==> config.mk <==
export PLATFORM = sky130hd
export DESIGN_NAME = alu_multicycle
export DESIGN_NICKNAME = d
export VERILOG_FILES = /design/src/rtl/alu_multicycle.sv
export SDC_FILE = /design/constraint.sdc
export NUM_CORES = 1
export LEC_CHECK = 0
export BUFFER_PORTS_ARGS = -buffer_cell sky130_fd_sc_hd__buf_2
export CAP_MARGIN = 20
export CORE_AREA = 2 2 282 200
export DETAILED_ROUTE_END_ITERATION = 6
export DIE_AREA = 0 0 284 202
export SETUP_SLACK_MARGIN = 0.05
export SLEW_MARGIN = 20
export SYNTH_ARGS = -nofsm -noshare
export SYNTH_HDL_FRONTEND = slang
export SYNTH_SLANG_ARGS = --single-unit
==> constraint.sdc <==
create_clock -name clk -period 6.15 [get_ports clk]
set_input_delay 1.23 -clock clk [delete_from_list [all_inputs] [get_ports clk]]
set_output_delay 1.23 -clock clk [all_outputs]
set_load 0.1 [all_outputs]
==> src/rtl/alu_multicycle.sv <==
`default_nettype none
// +------------------------------------------------------------------------------------------+
// | alu_multicycle: valid/ready MIPS ALU, single-cycle logic ops plus iterative multu/divu.   |
// | Define ALU_DIV_EN to build the restoring divider. Revision: 1.0                          |
// +------------------------------------------------------------------------------------------+
module alu_multicycle #(
  parameter int WIDTH = 32
) (
  input  logic             clk,
  input  logic             rst_n,
  input  logic             in_valid,
  output logic             in_ready,
  input  logic [3:0]       aluctrl,
  input  logic [WIDTH-1:0] a,
  input  logic [WIDTH-1:0] b,
  output logic             out_valid,
  input  logic             out_ready,
  output logic [WIDTH-1:0] result,
  output logic [WIDTH-1:0] result_hi,
  output logic             zero,
  output logic             div_by_zero
);

  localparam int SH_W  = $clog2(WIDTH);
  localparam int CNT_W = $clog2(WIDTH) + 1;

  localparam logic [CNT_W-1:0] c_last = CNT_W'(WIDTH - 1);
  localparam logic [CNT_W-1:0] c_one  = CNT_W'(1);

  localparam logic [3:0] c_op_and   = 4'b0000;
  localparam logic [3:0] c_op_or    = 4'b0001;
  localparam logic [3:0] c_op_add   = 4'b0010;
  localparam logic [3:0] c_op_sub   = 4'b0110;
  localparam logic [3:0] c_op_slt   = 4'b0111;
  localparam logic [3:0] c_op_xor   = 4'b0011;
  localparam logic [3:0] c_op_nor   = 4'b1100;
  localparam logic [3:0] c_op_sll   = 4'b1000;
  localparam logic [3:0] c_op_srl   = 4'b1001;
  localparam logic [3:0] c_op_sra   = 4'b1010;
  localparam logic [3:0] c_op_sltu  = 4'b1011;
  localparam logic [3:0] c_op_multu = 4'b1101;
`ifdef ALU_DIV_EN
  localparam logic [3:0] c_op_divu  = 4'b1110;
`endif

  typedef enum logic [1:0] {
    ST_IDLE = 2'd0,
    ST_ITER = 2'd1,
    ST_DONE = 2'd2
  } state_t;

  state_t r_state;
  state_t w_state_nxt;

  logic [WIDTH-1:0] r_result;
  logic [WIDTH-1:0] r_result_hi;
  logic             r_zero;
  logic [WIDTH-1:0] r_acc;
  logic [WIDTH-1:0] r_mq;
  logic [WIDTH-1:0] r_opnd;
  logic [CNT_W-1:0] r_cnt;

  logic             w_accept;
  logic             w_is_mul;
  logic             w_iterative;
  logic             w_last;
  logic [SH_W-1:0]  w_sh;
  logic [WIDTH-1:0] w_single;
  logic [WIDTH:0]   w_mul_sum;
  logic [WIDTH-1:0] w_step_hi;
  logic [WIDTH-1:0] w_step_lo;

  assign in_ready  = (r_state == ST_IDLE);
  assign out_valid = (r_state == ST_DONE);
  assign result    = r_result;
  assign result_hi = r_result_hi;
  assign zero      = r_zero;

  assign w_accept = in_valid & in_ready;
  assign w_is_mul = (aluctrl == c_op_multu);
  assign w_last   = (r_cnt == c_last);
  assign w_sh     = b[SH_W-1:0];

`ifdef ALU_DIV_EN
  logic             r_is_div;
  logic             r_dbz;
  logic             w_is_div;
  logic             w_b_zero;
  logic [WIDTH:0]   w_div_shift;
  logic [WIDTH:0]   w_div_diff;

  assign w_is_div    = (aluctrl == c_op_divu);
  assign w_b_zero    = (b == '0);
  assign w_iterative = w_is_mul | (w_is_div & ~w_b_zero);
  assign div_by_zero = r_dbz;

  always_ff @(posedge clk) begin
    if (!rst_n) begin
      r_dbz <= 1'b0;
    end else if (w_accept) begin
      r_dbz <= w_is_div & w_b_zero;
    end
  end
`else
  assign w_iterative = w_is_mul;
  assign div_by_zero = 1'b0;
`endif

  always_comb begin
    w_single = '0;
    case (aluctrl)
      c_op_and:  w_single = a & b;
      c_op_or:   w_single = a | b;
      c_op_add:  w_single = a + b;
      c_op_sub:  w_single = a - b;
      c_op_slt:  w_single = {{(WIDTH-1){1'b0}}, ($signed(a) < $signed(b))};
      c_op_xor:  w_single = a ^ b;
      c_op_nor:  w_single = ~(a | b);
      c_op_sll:  w_single = a << w_sh;
      c_op_srl:  w_single = a >> w_sh;
      c_op_sra:  w_single = $signed(a) >>> w_sh;
      c_op_sltu: w_single = {{(WIDTH-1){1'b0}}, (a < b)};
      default:   w_single = '0;
    endcase
  end

  // One iteration step. Multiply shifts {acc, mq} right; divide shifts it left.
  always_comb begin
    w_mul_sum = {1'b0, r_acc} + (r_mq[0] ? {1'b0, r_opnd} : '0);
    w_step_hi = w_mul_sum[WIDTH:1];
    w_step_lo = {w_mul_sum[0], r_mq[WIDTH-1:1]};
`ifdef ALU_DIV_EN
    w_div_shift = {r_acc, r_mq[WIDTH-1]};
    w_div_diff  = w_div_shift - {1'b0, r_opnd};
    if (r_is_div) begin
      if (!w_div_diff[WIDTH]) begin
        w_step_hi = w_div_diff[WIDTH-1:0];
        w_step_lo = {r_mq[WIDTH-2:0], 1'b1};
      end else begin
        w_step_hi = w_div_shift[WIDTH-1:0];
        w_step_lo = {r_mq[WIDTH-2:0], 1'b0};
      end
    end
`endif
  end

  always_ff @(posedge clk) begin
    if (!rst_n) begin
      r_state <= ST_IDLE;
    end else begin
      r_state <= w_state_nxt;
    end
  end

  always_comb begin
    w_state_nxt = r_state;
    case (r_state)
      ST_IDLE: if (w_accept) w_state_nxt = w_iterative ? ST_ITER : ST_DONE;
      ST_ITER: if (w_last) w_state_nxt = ST_DONE;
      ST_DONE: if (out_ready) w_state_nxt = ST_IDLE;
      default: w_state_nxt = ST_IDLE;
    endcase
  end

  always_ff @(posedge clk) begin
    if (!rst_n) begin
      r_result    <= '0;
      r_result_hi <= '0;
      r_zero      <= 1'b1;
      r_acc       <= '0;
      r_mq        <= '0;
      r_opnd      <= '0;
      r_cnt       <= '0;
`ifdef ALU_DIV_EN
      r_is_div    <= 1'b0;
`endif
    end else begin
      case (r_state)
        ST_IDLE: begin
          if (w_accept) begin
            r_cnt <= '0;
            r_acc <= '0;
            if (w_is_mul) begin
              r_mq   <= b;
              r_opnd <= a;
`ifdef ALU_DIV_EN
              r_is_div <= 1'b0;
            end else if (w_is_div && w_b_zero) begin
              r_result    <= '1;
              r_result_hi <= a;
              r_zero      <= 1'b0;
            end else if (w_is_div) begin
              r_mq     <= a;
              r_opnd   <= b;
              r_is_div <= 1'b1;
`endif
            end else begin
              r_result    <= w_single;
              r_result_hi <= '0;
              r_zero      <= (w_single == '0);
            end
          end
        end
        ST_ITER: begin
          r_acc <= w_step_hi;
          r_mq  <= w_step_lo;
          r_cnt <= r_cnt + c_one;
          if (w_last) begin
            r_result    <= w_step_lo;
            r_result_hi <= w_step_hi;
            r_zero      <= (w_step_lo == '0);
          end
        end
        default: ;
      endcase
    end
  end

endmodule
`default_nettype wire
* Word level (Yosys, flattened, before mapping)
Index checks and enable logic that the tools add are counted.
Word-level totals: bits in registers 169, input port bits 72
Operators by class: reductions and logical operators 10, eq/ne operators 19, multiplexer cells 26, add/sub/neg operators 4, shifts and indexed selects 3, order comparisons 2, bitwise logic cells 5
Operators with widths (count):
- case mux 32 bit (11 select lines) | 1
- 2-to-1 mux 32 bit | 10
- case mux 32 bit (2 select lines) | 4
- logical NOT 32 bit | 2
- less-than comparator 32 bit | 2
- adder 32 x 32 -> 33 bit | 1
- adder 32 bit | 1
- bitwise AND 32 bit | 1
- inverter 32 bit | 1
- OR 32 bit | 1
- << shifter 32 x 5 -> 32 bit | 1
- >> shifter 32 x 5 -> 32 bit | 1
- >>> shifter 32 x 5 -> 32 bit | 1
- subtractor 32 bit | 1
- XOR 32 bit | 1
- equality test 4 bit, second input constant | 6
- case mux 6 bit (2 select lines) | 1
- AND reduction 3 bit | 3
- equality test 4 x 2 -> 1 bit, second input constant | 2
- equality test 4 x 3 -> 1 bit, second input constant | 2
- 2-to-1 mux 2 bit | 4
- adder 6 x 1 -> 6 bit, second input constant | 1
- equality test 6 x 5 -> 1 bit, second input constant | 1
- 2-to-1 mux 6 bit | 1
- 14 further kinds | 19

* Longest topological paths before layout
depth after elaboration 7, mapped depth 18, mapped depth without buffers 16

* Worst setup path before layout
OpenSTA, ideal clock, no wires.
path kind input port to flip-flop, start point input port b[1], end point register r_zero, in the netlist zero, arrival 5.055 ns, setup slack 1.036 ns, stages 18, path through buf_2 > inv_1 > buf_2 > buf_2 > clkbuf_1 > ha_1 > nor2_1 > o221ai_1 > a211oi_1 > nand2_1 > a311oi_1 > nand4_1 > nand3_1 > nor2_1 > a2111oi_0 > nand2_1 > nor4_1 > a41o_1
Between the ends: longest elaborated chain between the ends 7, elaborated cells between the ends (all ways) 16, classes of those cells add/sub (2); order compare (2); shift (3); mux (4); bitwise (4); reduce/logical (1)
Ends and longest elaborated chain:
- start: declaration | RTL line 15 | input logic [WIDTH-1:0] b,
- parallel branches: the longest is 2 deep, another holds subtractor 32 bit
- case mux 32 bit (11 select lines) (*) | RTL line 111 | case (aluctrl)
- logical NOT 32 bit (*) | RTL line 200 | r_zero <= (w_single == '0);
- 2-to-1 mux 1 bit (*) | RTL line 183 | if (w_is_mul) begin
- 2-to-1 mux 1 bit (*) | RTL line 180 | if (w_accept) begin
- case mux 1 bit (2 select lines) (*) | RTL line 178 | case (r_state)
- end signal: assignment | RTL line 200
- end signal: assignment | RTL line 211 | r_zero <= (w_step_lo == '0);
- end: declaration | RTL line 57 | logic r_zero;
Mark *: on every way between the ends. The select of a mux whose other input is x is not followed. A chain may end at the register's enable or synchronous reset.

* Final worst setup path
start point input port a[12], end point register r_zero, in the netlist zero
Between the ends: longest elaborated chain between the ends 7, elaborated cells between the ends (all ways) 16, classes of those cells add/sub (2); order compare (2); shift (3); mux (4); bitwise (4); reduce/logical (1)
Ends and longest elaborated chain:
- start: declaration | RTL line 14 | input logic [WIDTH-1:0] a,
- parallel branches: the longest is 2 deep, another holds subtractor 32 bit
- case mux 32 bit (11 select lines) (*) | RTL line 111
- logical NOT 32 bit (*) | RTL line 200
- 2-to-1 mux 1 bit (*) | RTL line 183
- 2-to-1 mux 1 bit (*) | RTL line 180
- case mux 1 bit (2 select lines) (*) | RTL line 178
Marks and branches as above.

==> results.txt <==
----------------------------------------------------
[Clock tree]
  Post-CTS Hold Fix Bufs ... 0
  H-tree depth ... 4
  Largest buffer count on any clock path ... 2
  Buffers inserted during post-CTS setup optimization ... 0
  CTS clock-pin slew for the worst setup and hold paths ... 0.07 ns
  Clock Latency Late Sink ... 0.46 ns
  CTS tree ... yes
  Num CTS Buffers ... 17
  Post-CTS resize count ... 0
  Root buffer cell ... sky130_fd_sc_hd__clkbuf_16
  Number of sinks on the clock net ... 169

[Finish]
  Final cell count without fillers ... 3353
  Area taken by flip-flops and latches ... 3380 µm²
  Multi-input combinational cell area ... around 14000 µm²
  Layout cells sized above 1 ... 0.169
  Share of the core filled with cells in the final layout ... 0.392
  NumNets Final ... 2806
  Signed area change from the synthesized netlist to the final layout ... 13.0%
  Fillcell total ... roughly 5800

[Worst setup path]
  Arrival @ worst endpoint ... 5.76 ns
  Critical path type ... input pin to register
  Most Frequent Cell on Critical Path ... sky130_fd_sc_hd__nor4b_2
  Setup crit start kind ... input pin
  WP data required ... approximately 6.5 ns
  Crit-path leading delay family ... simple AND/OR/NAND/NOR gates
  Worst stage delay on the critical path ... 0.61 ns
  Worst path slowest cell ... sky130_fd_sc_hd__nor4b_2
  Kind of end point of the critical path ... register
  CP Max Fanout ... 14
  Ordered list of cells on the worst path ... buf_2 -> inv_1 -> ha_1 -> buf_4 -> o21a_1 -> a21oi_1 -> nor4b_2 -> nor4_1 -> o21ai_1 -> a21bo_2 -> nor4b_2 -> nand4_1 -> nor4b_2 -> nand4_1 -> nor4_1 -> a41o_1
  Worst path buffer plus inverter count ... 3

[Die]
  Core Footprint ... 54800 µm²
  Std-Cell Rows ... 72
  X dimension of the die ... roughly 280 µm
  Die Span Y ... 202 µm
  Full die area ... roughly 57000 µm²
  Total I/O pin count ... 140
  Initial core utilization ... 0.347

[Detailed routing]
  Via count normalized by instance count ... 6.49
  Wirelength per Cell ... 29.0 µm
  1st-iter DRT viols ... between 3000 and 4000
  Detailed-route via count ... 21800
  Antenna-violating nets left ... 0
  Final wirelength ... 97200 µm
  Initial DRT Pass Iterations ... 6
  Total DRC errors in the routed layout ... 0

[Place]
  Number of instances in the placed design ... 3319
  RePlAce Congestion ... between 1 and 1.5
  Count of buffers inserted at the top-level ports ... about 140
  Pre-CTS setup slack ... 0.419 ns
  HPWL reported at the end of detailed placement ... 76000 µm

[STA]
  Rel. slew slack ... 0.196
  Count of endpoints failing hold in the final timing report ... 0
  Final min period ... 5.36 ns
  Setup-violating endpoint count in the final report ... 0
  Final count of pins violating max slew ... 0
  RSZ-0062 raised after global routing ... no
  Final critical-path share of the clock period ... 0.872
  Worst clock skew on the final layout ... 0.0238 ns
  Actual slew at the worst max-slew pin ... 1.21 ns
  Post-route setup slack ... roughly 0.8 ns
  Achievable Freq ... 186 MHz
  Final total negative setup slack ... 0 ns

[Power and ir drop]
  Pwr dens ... 191 nW/µm²
  Maximum resistive drop on vdd ... 168 µV
  Leakage Power ... just under 9 nW

[Global routing]
  Grt total ovfl ... 0
  First-pass GRT wire length ... ~140000 µm
  Total global routing track utilization ... 0.328
  Largest net degree at the start of global routing ... ~110
  Number of global-route vias before repair ... approximately 20000
  Initial antenna violation count ... 3

[Logic synthesis]
  Mean instance size in the synthesized netlist ... 7.52 µm²
  Fraction of post-synthesis cell area in the top cell type by area ... 0.178
  Leading register cell type out of synthesis ... sky130_fd_sc_hd__dfxtp_1
  Biggest area contributors in the synthesized netlist ... sky130_fd_sc_hd__dfxtp_1, sky130_fd_sc_hd__ha_1, sky130_fd_sc_hd__mux4_2
  Ys Warns ... 0
  Mapped Nets ... 2733
  Synthesis-stage register bit count ... approximately 170
  Cell count after synthesis ... approximately 2500
  Distinct cells, synth ... 90
  Post-synthesis sequential area ratio ... 0.178
  Async set or reset register ratio after synthesis ... 0
  Syn Std Cell Area ... 19000 µm²
  Post-synth EDFFs ... 0
  Largest area contributor in the netlist ... sky130_fd_sc_hd__dfxtp_1

[Outcome]
  Outcome ... finished clean

[Min path]
  Worst min path class ... register to register

[Flow run]
  MaxCap Viol Count ... 0

----------------------------------------------------
power breakdown:
group | switching [mW] | internal, mW | total (mW)
sequential | 0.0398 | 1.14 | 1.18
combinational | 1.25 | 0.522 | 1.77
clock | 0.500 | 0.660 | 1.16
cells in the mapped netlist, types with 26 or more instances:
cell and n:
sky130_fd_sc_hd__nand2_1 351, sky130_fd_sc_hd__xnor2_1 26, sky130_fd_sc_hd__a311oi_1 31, sky130_fd_sc_hd__o22ai_1 28, sky130_fd_sc_hd__a211oi_1 47, sky130_fd_sc_hd__dfxtp_1 169
sky130_fd_sc_hd__clkbuf_1 163, sky130_fd_sc_hd__o21ai_0 105, sky130_fd_sc_hd__nor3_1 53, sky130_fd_sc_hd__a22oi_1 30, sky130_fd_sc_hd__mux4_2 62, sky130_fd_sc_hd__a31oi_1 28
sky130_fd_sc_hd__and2_1 69, sky130_fd_sc_hd__a21boi_0 59, sky130_fd_sc_hd__a21o_1 30, sky130_fd_sc_hd__o211ai_1 31, sky130_fd_sc_hd__nor4_1 29, sky130_fd_sc_hd__nor2_1 160
sky130_fd_sc_hd__nand3_1 53, sky130_fd_sc_hd__nor2b_1 61, sky130_fd_sc_hd__a21oi_1 182, sky130_fd_sc_hd__ha_1 133, sky130_fd_sc_hd__inv_1 103, sky130_fd_sc_hd__mux2i_1 65
cell families (layout without fill, tap and decap cells):
kind of cell             Yosys count  after routing  share of synthesized area
other                              1              4                   0.000197
buffers and inverters            326            411                     0.0696
AND/OR/NAND/NOR                  903            903                      0.230
AO/OA/AOI/OAI                    808            808                      0.295
adder cells (fa/ha/maj)          136            136                     0.0908
multiplexers                     150            150                      0.121
flip-flops                       169            169                      0.178
XOR/XNOR                          32             32                     0.0148
tightest hold or removal path, delay by kind of cell, from the launching register on:
kind,cells,cell delay [ns]
simple gates,1,0.04
compound gates,1,0.06
flops,1,0.31
registers in the layout (all words and copies together) (netlist names):
| signal | flops |
|---|---|
| r_acc | 32 |
| r_mq | 32 |
| r_opnd | 32 |
| result | 32 |
| result_hi | 32 |
| r_cnt | 6 |
| r_state | 2 |
| zero | 1 |
routing by layer:
layer  wire length (µm)  vias up  part of all wire  track usage
li1                   -     9477                 -            -
met1              43000    10700              0.44        0.473
met2              39300     1399              0.40        0.463
met3              11700      191              0.12       0.0959
met4               3240        2             0.033        0.107
met5                 54        -           0.00056            0
worst paths after layout:
check,start,endpoint,slack (ns),depth (start not counted)
setup / recovery,a[12],zero$_SDFFE_PN1P_,0.79,16
hold / removal,r_opnd[30]$_SDFFE_PN0P_,r_opnd[30]$_SDFFE_PN0P_,0.46,2
setup reg to reg,r_mq[0]$_SDFFE_PN0P_,result_hi[28]$_SDFFE_PN0P_,1.77,15
hold reg to reg,r_opnd[30]$_SDFFE_PN0P_,r_opnd[30]$_SDFFE_PN0P_,0.46,2
cell type report:
type,count,area share
flip-flops and latches,169,0.158
clock buffers,18,0.0205
repair buffers,273,0.0820
well taps,740,0.0431
clock inverters,13,0.00857
multi-input cells,2030,0.669
diodes,3,0.000350
inverters,107,0.0187
cell usage in the layout, fill, tap and decap left out, drive strengths merged, types with 18 or more instances in the layout:
cell	synthesis	final
nand2	351	351
nor4	29	29
a21oi	182	182
a21boi	59	59
nor2	160	160
inv	106	111
clkbuf	163	18
nor3	53	53
a211oi	48	48
a211o	19	19
o31ai	20	20
a21o	30	30
nand3	53	53
a22oi	30	30
a311oi	31	31
o21ai	112	112
a221oi	19	19
nor2b	61	61
nand4	19	19
buf	56	273
mux2i	65	65
and2	70	70
dfxtp	169	169
mux2	23	23
nand2b	24	24
o22ai	28	28
a31oi	28	28
mux4	62	62
xnor2	26	26
ha	133	133
o211ai	31	31
per-stage QoR:
step	power (mW)	area, µm²	hold WS [ns]
final	4.11	21500	0.461
after global routing	4.25	21500	0.482
after floorplan	2.29	19000	0.439
after detailed placement	2.90	20800	0.456
after global placement	2.91	20800	0.448
after CTS	4.06	21500	0.465
No activity file was read; power rests on OpenSTA's default activity.
